### src/rtl/param_seq_detector.sv
// Serial bit-pattern detector with a runtime-loadable pattern, length and overlap
// mode, a registered match pulse and a saturating match counter.
module param_seq_detector #(
  parameter int               PAT_W   = 8,
  parameter int               LEN_W   = 4,
  parameter int               CNT_W   = 8,
  parameter logic [PAT_W-1:0] DEF_PAT = PAT_W'(8'b0000_1010),
  parameter int               DEF_LEN = 4,
  parameter bit               DEF_OVL = 1'b1
) (
  input  logic             clk,
  input  logic             reset,
  input  logic             din,
  input  logic             din_valid,
  input  logic             cfg_load,
  input  logic [PAT_W-1:0] cfg_pat,
  input  logic [LEN_W-1:0] cfg_len,
  input  logic             cfg_ovl,
  input  logic             cnt_clr,
  output logic             match,
  output logic [CNT_W-1:0] match_count,
  output logic             cfg_err
);

  localparam logic [LEN_W-1:0] MAX_LEN = LEN_W'(PAT_W);
  localparam logic [LEN_W-1:0] MIN_LEN = LEN_W'(2);
  localparam logic [LEN_W-1:0] RST_LEN = LEN_W'(DEF_LEN);
  localparam logic [CNT_W-1:0] CNT_MAX = '1;

  logic [PAT_W-1:0] pat;
  logic [PAT_W-1:0] hist;
  logic [LEN_W-1:0] len;
  logic [LEN_W-1:0] fill;
  logic             ovl;

  logic [PAT_W-1:0] len_mask;
  logic [PAT_W-1:0] window;
  logic [LEN_W:0]   fill_inc;
  logic             shift_en;
  logic             cfg_ok;
  logic             hit;

  // NOTE: every signal written here gets a value before any branch, so no latch is inferred.
  always_comb begin
    len_mask = '0;
    for (int i = 0; i < PAT_W; i++) begin
      len_mask[i] = (i < int'(len));
    end
    window   = {hist[PAT_W-2:0], din};
    fill_inc = {1'b0, fill} + (LEN_W+1)'(1);
    // A load in the same cycle always swallows the data bit, accepted or not.
    shift_en = din_valid && !cfg_load;
    cfg_ok   = (cfg_len >= MIN_LEN) && (cfg_len <= MAX_LEN);
    hit      = shift_en && (fill_inc >= {1'b0, len}) &&
               ((window & len_mask) == (pat & len_mask));
  end

  // NOTE: sequential state uses non-blocking assignments so all registers update together.
  always_ff @(posedge clk or posedge reset) begin
    if (reset) begin
      pat  <= DEF_PAT;
      len  <= RST_LEN;
      ovl  <= DEF_OVL;
      hist <= '0;
      fill <= '0;
    end else if (cfg_load) begin
      if (cfg_ok) begin
        pat  <= cfg_pat;
        len  <= cfg_len;
        ovl  <= cfg_ovl;
        hist <= '0;
        fill <= '0;
      end
    end else if (din_valid) begin
      hist <= window;
      if (hit) begin
        // Overlap keeps fill saturated so trailing bits can seed the next match.
        fill <= ovl ? len : '0;
      end else if (fill < len) begin
        fill <= fill_inc[LEN_W-1:0];
      end
    end
  end

  always_ff @(posedge clk or posedge reset) begin
    if (reset) begin
      match       <= 1'b0;
      cfg_err     <= 1'b0;
      match_count <= '0;
    end else begin
      match   <= hit;
      cfg_err <= cfg_load && !cfg_ok;
      if (cnt_clr) begin
        match_count <= '0;
      end else if (match && (match_count != CNT_MAX)) begin
        match_count <= match_count + CNT_W'(1);
      end
    end
  end

endmodule

### config.mk
export PLATFORM = sky130hd
export DESIGN_NAME = param_seq_detector
export DESIGN_NICKNAME = d
export VERILOG_FILES = /design/src/rtl/param_seq_detector.sv
export SDC_FILE = /design/constraint.sdc
export NUM_CORES = 1
export LEC_CHECK = 0
export CAP_MARGIN = 10
export CORE_MARGIN = 1
export CORE_UTILIZATION = 30
export CTS_BUF_LIST = sky130_fd_sc_hd__clkbuf_2 sky130_fd_sc_hd__clkbuf_4 sky130_fd_sc_hd__clkbuf_8
export DETAILED_ROUTE_END_ITERATION = 7
export PLACE_DENSITY_LB_ADDON = 0.1
export SLEW_MARGIN = 40
export SYNTH_ARGS = -nofsm -noshare
export SYNTH_HDL_FRONTEND = slang
export SYNTH_SLANG_ARGS = --single-unit
### constraint.sdc
create_clock -name clk -period 6.4 [get_ports clk]
set_input_delay 1.28 -clock clk [delete_from_list [all_inputs] [get_ports clk]]
set_output_delay 1.28 -clock clk [all_outputs]
set_load 0.02 [all_outputs]
==> impl_metrics.tcl, run 1 <==
set metrics [dict create \
    fmax_mhz 303 \
    gp_congestion 0.759 \
    endpoint_kind "flip-flop" \
    first_pass_iters 4 \
    yosys-top-cells-area "dfrtp_1, mux2_2, ha_1, dfstp_2, nand2_1" \
    netlist_top_cells_count "dfrtp_1, nand2_1, o21ai_0" \
    rows 28 \
    setup_tns_ns 0 \
    place_inst 282 \
    worst-path-max-fanout 20 \
    dieArea_um2 6670 \
    synth_seq_cells 34 \
    final_cell_area_um2 2330 \
    cts_tree "done" \
    syn_inst 185 \
    wl_um 3980 \
    p_sw_share_pct 30.7 \
    worst_slew_pin_slew_ns 0.657 \
    avgSynthCellArea_um2 10.3 \
    place_area_um2 2240 \
    yosysSeqAreaShare_pct 44.9 \
    drive_gt1_share_pct 15.8 \
    hold_class "flip-flop to flip-flop" \
    vias_per_cell 4.92 \
    clk_path_buf_depth 2 \
    final-hold-violation-count 0 \
    htreeDepth 2 \
    post-synth-top-area-cell "dfrtp_1" \
    seqPwrFrac_pct 48.2 \
    synth_edf_count 0 \
    grt_pass1_vias 1406 \
    arrival_ns 3.47 \
    antenna_left 0 \
    p_sw_w 0.000175 \
    fill_cells 600 \
    timing.reg2reg.setup_slack_ns 3.91 \
    post-route-period-util_pct 51.6 \
    power_density_nw_per_um2 244 \
    instances_no_fill 290 \
    drv_cap 0 \
    clkPwrFrac_pct 29.8 \
    hpwl_um 2970 \
    path_clk_slew_ns 0.07 \
    cp-start-kind "primary input" \
    rsz0062_at_grt "false" \
    synth_area_um2 1900 \
    nets 243 \
    path_cells "clkdlybuf4s50_1 -> nor2b_1 -> buf_4 -> a21boi_0 -> nand4_1 -> and4b_1 -> o21bai_4 -> a221o_1" \
    drv_slew 0 \
    async_reset_ff_share_pct 100 \
    area_growth_pct 22.6 \
    fin_ws_ns 3.10 \
    grt-ovfl-total 0 \
    status "finished clean" \
    wire_per_inst_um 13.7 \
    drt-initial-drc-count 43 \
    yosys_warnings 0 \
    setup_violations 0 \
    cts_sinks 34 \
    start_util_pct 31.6 \
    path_class "primary input to flip-flop" \
    antennaDiodeCount 0 \
    core-area_um2 6030 \
    cts-root-buf "clkbuf_8" \
    cts.repair.resized 0 \
    skew_ns 0.00802 \
    internal-power_w 0.000394 \
    hold_buffers 0 \
    numCtsBuffers 5 \
    combPwrFrac_pct 22.0 \
    drc 0 \
    slew_headroom_pct 55.9 \
    fp.dieH_um 81.7 \
    die_w_um 81.7 \
    cp_slowest_cell "clkdlybuf4s50_1" \
    antenna_found_initial 0 \
    postCtsSetupRepairBufs 0 \
    grt_max_degree 35 \
    critPathMaxStageDelay_ns 0.52 \
    syn_nets 214 \
    clkLatencyLatePin_ns 0.29 \
    grt_pass1_wl_um 6730 \
    period_minus_slack_ns 3.30 \
    vias 1427 \
    p_leak_nw 0.997 \
    synth.most_common_cell "dfrtp_1" \
    cp_data_required_time_ns 6.57 \
    peakVddDrop_mv 0.0833 \
    grtUsageTotal_pct 13.5 \
    port_buffers 28 \
    synthDistinctLibCells 41 \
    dp_slack_ns 2.82 \
    synth_top_area_share_pct 39.4 \
    synth_ff_type "dfrtp_1" \
    io-pin-count 29 \
]
-- path summary, 6_finish.rpt --
path / startpoint / endpoint / cells past startpoint
min in group asynchronous: reset / match_count[2] / 3
max reg2reg: fill[0] / fill[2] / 8
min reg2reg: pat[0] / pat[0] / 1
max: cfg_load / fill[2] / 8
max in group asynchronous: reset / pat[3] / 3
min: pat[0] / pat[0] / 1
-- kinds of logic after synthesis --
logic type,synth area share [%]
buffers and inverters,4.80
muxes,7.62
xor gates and xnor gates,7.75
and+or+nand+nor,15.2
AOI/OAI and AO/OA,13.1
DFF,44.9
adders and majority gates,6.57
-- area by class of cell --
class	count	area, µm²	area share, %
repair buffers	30	295	12.6
clock inverters	2	12.5	0.536
flip-flops and latches	34	856	36.7
inverters	10	37.5	1.61
clock buffers	6	82.6	3.54
well taps	75	93.8	4.02
multi-input cells	133	957	41.0
-- cell usage in the layout, fill, tap and decap left out, types with 3 or more instances in the layout --
| master | count |
|---|---|
| nand4_1 | 5 |
| nor3b_1 | 4 |
| inv_1 | 10 |
| nor3_1 | 4 |
| nand2_1 | 23 |
| clkdlybuf4s50_1 | 28 |
| mux2_2 | 12 |
| a21oi_1 | 6 |
| ha_1 | 10 |
| xor2_1 | 8 |
| clkbuf_8 | 6 |
| xnor2_1 | 7 |
| dfstp_2 | 4 |
| nand3_1 | 3 |
| nor2_1 | 9 |
| o21ai_0 | 14 |
| dfrtp_1 | 30 |
-- through the flow --
stage | utilization [%] | hold slack (ns) | total power (W)
after floorplan | - | 0.491 | 0.000368
after global placement | 37.2 | 0.514 | 0.000403
after detailed placement | 37.2 | 0.518 | 0.000408
after CTS | 38.7 | 0.535 | 0.000581
after global routing | 38.7 | 0.558 | 0.000610
final | 38.7 | 0.535 | 0.000569
-- registers in the layout (all words and copies together) (netlist names) --
name and flops:
cfg_err 1, ovl 1, match 1, fill 4, len 4, match_count 8
pat 8, hist 7
-- routing by layer --
layer  GRT usage, %  part of all wire [%]
met1           16.6                    46
met2           22.7                    49
met3           4.11                   4.7
met4           4.21                   1.2
met5              0                     0
-- power groups by stage --
stage / sequential, W / combinational, W / clock, W
4_1_cts: 0.000275 / 0.000128 / 0.000178
5_1_grt: 0.000280 / 0.000145 / 0.000186
6_report: 0.000274 / 0.000125 / 0.000169
2_1_floorplan: 0.000262 / 0.000105 / 0
3_3_place_gp: 0.000279 / 0.000124 / 0
3_5_place_dp: 0.000280 / 0.000128 / 0
-- critical path, delay by kind of cell --
family                 cells  cell delay, ns
AOI/OAI and AO/OA          3            0.67
buffers and inverters      2            0.74
and+or+nand+nor            3            0.78
(Power assumes the default switching activity.)
==> run 2: changes to the inputs <==
==> constraint.sdc (replaced) <==
create_clock -name clk -period 3.32 [get_ports clk]
set_input_delay 0.664 -clock clk [delete_from_list [all_inputs] [get_ports clk]]
set_output_delay 0.664 -clock clk [all_outputs]
set_load 0.02 [all_outputs]
==> impl_metrics.tcl, run 2 (synthesized netlist as in run 1, its figures left out) <==
set metrics [dict create \
    path_class "flip-flop to flip-flop" \
    seqPwrFrac_pct 48.6 \
    path_clk_slew_ns 0.07 \
    final_common_cell "dfrtp_1" \
    first_pass_iters 4 \
    dieArea_um2 6670 \
    power_density_nw_per_um2 469 \
    antenna_found_initial 0 \
    wire_per_inst_um 13.7 \
    arrival_ns 2.70 \
    dp_slack_ns 0.498 \
    endpoint_kind "flip-flop" \
    htreeDepth 2 \
    vias_per_cell 4.98 \
    reg_top3 "match_count: 8 flops, pat: 8 flops, hist: 7 flops" \
    antenna_left 0 \
    skew_ns 0.00382 \
    gp_congestion 0.744 \
    fmax_mhz 394 \
    worst-path-max-fanout 10 \
    cts_tree "done" \
    nets 243 \
    slew_headroom_pct 58.5 \
    area_growth_pct 22.6 \
    setup_violations 0 \
    fp.dieH_um 81.7 \
    setup_tns_ns 0 \
    hpwl_um 2990 \
    die_w_um 81.7 \
    postCtsSetupRepairBufs 0 \
    status "finished clean" \
    grt_pass1_vias 1418 \
    port_buffers 28 \
    grt-ovfl-total 0 \
    period_minus_slack_ns 2.54 \
    cts-root-buf "clkbuf_8" \
    p_leak_nw 0.997 \
    cts.repair.resized 0 \
    worst_slew_pin_slew_ns 0.619 \
    cp_data_required_time_ns 3.49 \
    drc 0 \
    cp_slowest_cell "and4b_1" \
    combPwrFrac_pct 22.4 \
    grt_max_degree 35 \
    drive_gt1_share_pct 15.8 \
    place_inst 282 \
    drv_cap 0 \
    hold_class "flip-flop to flip-flop" \
    grt_pass1_wl_um 6840 \
    path_cells "ha_1 -> xor2_1 -> ha_1 -> o21ai_0 -> o21ai_0 -> and4b_1 -> o21bai_4 -> a221o_1" \
    instances_no_fill 290 \
    rows 28 \
    layout_common_cells "dfrtp_1, clkdlybuf4s50_1, nand2_1" \
    drv_slew 0 \
    peakVddDrop_mv 0.191 \
    cp-start-kind "flip-flop" \
    grtUsageTotal_pct 13.8 \
    rsz0062_at_grt "false" \
    hold_buffers 0 \
    internal-power_w 0.000761 \
    post-route-period-util_pct 76.4 \
    fin_ws_ns 0.785 \
    io-pin-count 29 \
    wl_um 3980 \
    fill_cells 612 \
    antennaDiodeCount 0 \
    start_util_pct 31.6 \
    clkPwrFrac_pct 29.0 \
    clk_path_buf_depth 2 \
    cts_sinks 34 \
    clkLatencyLatePin_ns 0.28 \
    critPathMaxStageDelay_ns 0.48 \
    p_sw_share_pct 30.5 \
    fin_hold_ws_ns 0.525 \
    core-area_um2 6030 \
    final-hold-violation-count 0 \
    vias 1445 \
    numCtsBuffers 5 \
    drt-initial-drc-count 58 \
    p_sw_w 0.000334 \
]
==> run 2: worst max-delay path, delay by kind of cell (launching register included) <==
family          cells  cell delay (ns)
compound gates      4             0.72
simple gates        1             0.48
fa+ha+maj           2             0.56
flops               1             0.47
xor+xnor            1             0.19
==> run 2: metal layers <==
layer,track usage (%),up-vias,part of all wire (%)
li1,-,707,-
met1,17.0,699,48
met2,21.8,28,46
met3,5.00,11,3.6
met4,5.96,0,2.4
met5,0,-,0
==> run 2: cell type report <==
class	count	area [µm²]	share of cell area, %
clock buffer	6	82.6	3.54
clock inverter	2	12.5	0.536
inverter	10	37.5	1.61
multi-input combinational	133	957	41.0
sequential	34	856	36.7
tap	75	93.8	4.02
timing repair buffer	30	295	12.6
==> run 2: path summary, 6_finish.rpt <==
path / from / to / slack [ns] / cells past startpoint
max: fill[0] / fill[1] / 0.78 / 8
min: hist[5] / hist[6] / 0.53 / 2
max reg2reg: fill[0] / fill[1] / 0.78 / 8
min reg2reg: hist[5] / hist[6] / 0.53 / 2
max in group asynchronous: reset / len[2] / 2.20 / 3
min in group asynchronous: reset / match_count[1] / 0.78 / 3
==> run 2: power groups by stage <==
stage	Sequential (W)	Combinational, W	Clock, W
global placement	0.000539	0.000239	0
global route	0.000540	0.000279	0.000355
floorplan	0.000506	0.000203	0
CTS	0.000532	0.000249	0.000334
detailed placement	0.000540	0.000248	0
finish	0.000532	0.000245	0.000318
==> run 2: metrics by stage <==
step | utilization (%) | instance area (µm²) | total power, W
2_1_floorplan | - | 1900 | 0.000709
3_3_place_gp | 37.2 | 2240 | 0.000778
3_5_place_dp | 37.2 | 2240 | 0.000788
4_1_cts | 38.7 | 2330 | 0.00112
5_1_grt | 38.7 | 2330 | 0.00117
6_report | 38.7 | 2330 | 0.00110
==> run 3: changes to the inputs <==
==> constraint.sdc (replaced) <==
create_clock -name clk -period 2.15 [get_ports clk]
set_input_delay 0.43 -clock clk [delete_from_list [all_inputs] [get_ports clk]]
set_output_delay 0.43 -clock clk [all_outputs]
set_load 0.02 [all_outputs]
==> impl_metrics.tcl, run 3 (synthesized netlist as in run 1, its figures left out) <==
set metrics [dict create \
    fp.dieH_um 81.7 \
    timing.reg2reg.setup_slack_ns -0.08 \
    drt-initial-drc-count 33 \
    grt_pass1_vias 1523 \
    wire_per_inst_um 14.3 \
    slew_headroom_pct 70.7 \
    endpoint_kind "flip-flop" \
    p_total_w 0.00204 \
    path_class "flip-flop to flip-flop" \
    status "complete, but fails checks" \
    cp_data_required_time_ns 2.32 \
    die_w_um 81.7 \
    vias_per_cell 4.81 \
    violations "negative setup slack" \
    nets 266 \
    hold_buffers 0 \
    cp_slowest_cell "dfrtp_1" \
    dieArea_um2 6670 \
    start_util_pct 31.6 \
    skew_ns 0.00450 \
    grtUsageTotal_pct 14.8 \
    grt_pass1_wl_um 7290 \
    numCtsBuffers 5 \
    fmax_mhz 449 \
    rr_worst_depth 9 \
    cts_tree "done" \
    vias 1505 \
    drv_cap 0 \
    rsz0062_at_grt "true" \
    critPathMaxStageDelay_ns 0.44 \
    final-hold-violation-count 0 \
    drive_gt1_share_pct 29.4 \
    antenna_found_initial 0 \
    peakVddDrop_mv 0.413 \
    r2r_start "fill[0]" \
    grt-ovfl-total 0 \
    power_density_nw_per_um2 770 \
    cts_sinks 34 \
    first_pass_iters 4 \
    hold_class "primary input to asynchronous set/reset pin" \
    htreeDepth 2 \
    antennaDiodeCount 0 \
    cts-root-buf "clkbuf_8" \
    reg2reg_to "fill[3]" \
    antenna_left 0 \
    gp_congestion 0.814 \
    clk_path_buf_depth 2 \
    layout_common_cells "dfrtp_1, clkdlybuf4s50_1, nand2_1" \
    area_growth_pct 39.4 \
    place_area_um2 2400 \
    wl_um 4480 \
    drc 0 \
    post-route-period-util_pct 104 \
    fin_ws_ns -0.0757 \
    p_leak_nw 1.15 \
    drv_slew 0 \
    setup_violations 3 \
    period_minus_slack_ns 2.23 \
    clkLatencyLatePin_ns 0.28 \
    grt_max_degree 35 \
    port_buffers 28 \
    reg_top3 "match_count: 8 flops, pat: 8 flops, hist: 7 flops" \
    hpwl_um 3290 \
    worst_slew_pin_slew_ns 0.440 \
    setup_tns_ns -0.119 \
    path_cells "ha_4 -> xor2_2 -> ha_2 -> o21ai_2 -> o21ai_2 -> and4b_1 -> buf_6 -> o21bai_4 -> a221o_2" \
    arrival_ns 2.39 \
    core-area_um2 6030 \
    critPathMostFrequentCell "o21ai_2" \
    instances_no_fill 313 \
    fill_cells 594 \
    place_inst 302 \
    path_clk_slew_ns 0.07 \
    final_cell_area_um2 2660 \
    cp-start-kind "flip-flop" \
    worst-path-max-fanout 3 \
    rows 28 \
    io-pin-count 29 \
    fin_hold_ws_ns 0.538 \
    final_common_cell "dfrtp_1" \
]
run 3: cell count changes in the layout (fill, tap and decap cells not counted), moves of 2 or more:
cell and delta:
ha_1 -4, buf_4 +18, buf_6 +4, o21ai_2 +2, ha_4 +3, o21ai_0 -2
run 3: critical path, delay by kind of cell (launching register included):
family	cells	cell delay, ns
and+or+nand+nor	1	0.25
buffers and inverters	1	0.12
adders and majority gates	2	0.53
AOI/OAI and AO/OA	4	0.60
xor gates and xnor gates	1	0.18
DFF	1	0.44
run 3: worst max-delay path by stage:
stage	start	slack (ns)	endpoint
2_1_floorplan	fill[0]	0.04	fill[1]
3_3_place_gp	cfg_len[2]	-0.22	fill[1]
3_5_place_dp	cfg_len[2]	-0.23	fill[2]
4_1_cts	fill[0]	-0.05	fill[2]
5_1_grt	fill[0]	-0.17	fill[3]
6_report	fill[0]	-0.08	fill[3]
run 3: per-layer routing:
| layer | vias up | track usage, % | routed length (µm) |
|---|---|---|---|
| li1 | 752 | - | - |
| met1 | 717 | 17.9 | 2010 |
| met2 | 29 | 25.0 | 2240 |
| met3 | 7 | 4.33 | 175 |
| met4 | 0 | 5.26 | 53 |
| met5 | - | 0 | 0 |
run 3: layout make-up:
| type | instances | area (µm²) | share of cell area, % |
|---|---|---|---|
| sequential | 34 | 856 | 32.2 |
| timing repair buffer | 53 | 495 | 18.7 |
| inverter | 10 | 40.0 | 1.51 |
| clock inverter | 1 | 30.0 | 1.13 |
| clock buffer | 7 | 90.1 | 3.39 |
| tap | 75 | 93.8 | 3.53 |
| multi-input combinational | 133 | 1050 | 39.5 |
run 3: timing repair:
action / CTS / global route
buffers inserted: 0 / 3
pin swaps: 3 / 12
gates resized for setup: 3 / 20
setup endpoints to repair: 4 / 4
run 3: metrics by stage:
step                      setup WS [ns]  util [%]
after floorplan                  0.0417         -
after global placement           -0.219      39.9
after detailed placement         -0.234      39.9
after CTS                       -0.0493      41.9
after global routing             -0.175      44.1
final                           -0.0757      44.1
run 3: report_power, final:
| group | internal (W) | switching (W) |
|---|---|---|
| combinational | 0.000345 | 0.000283 |
| sequential | 0.000718 | 0.0000776 |
| clock | 0.000390 | 0.000231 |
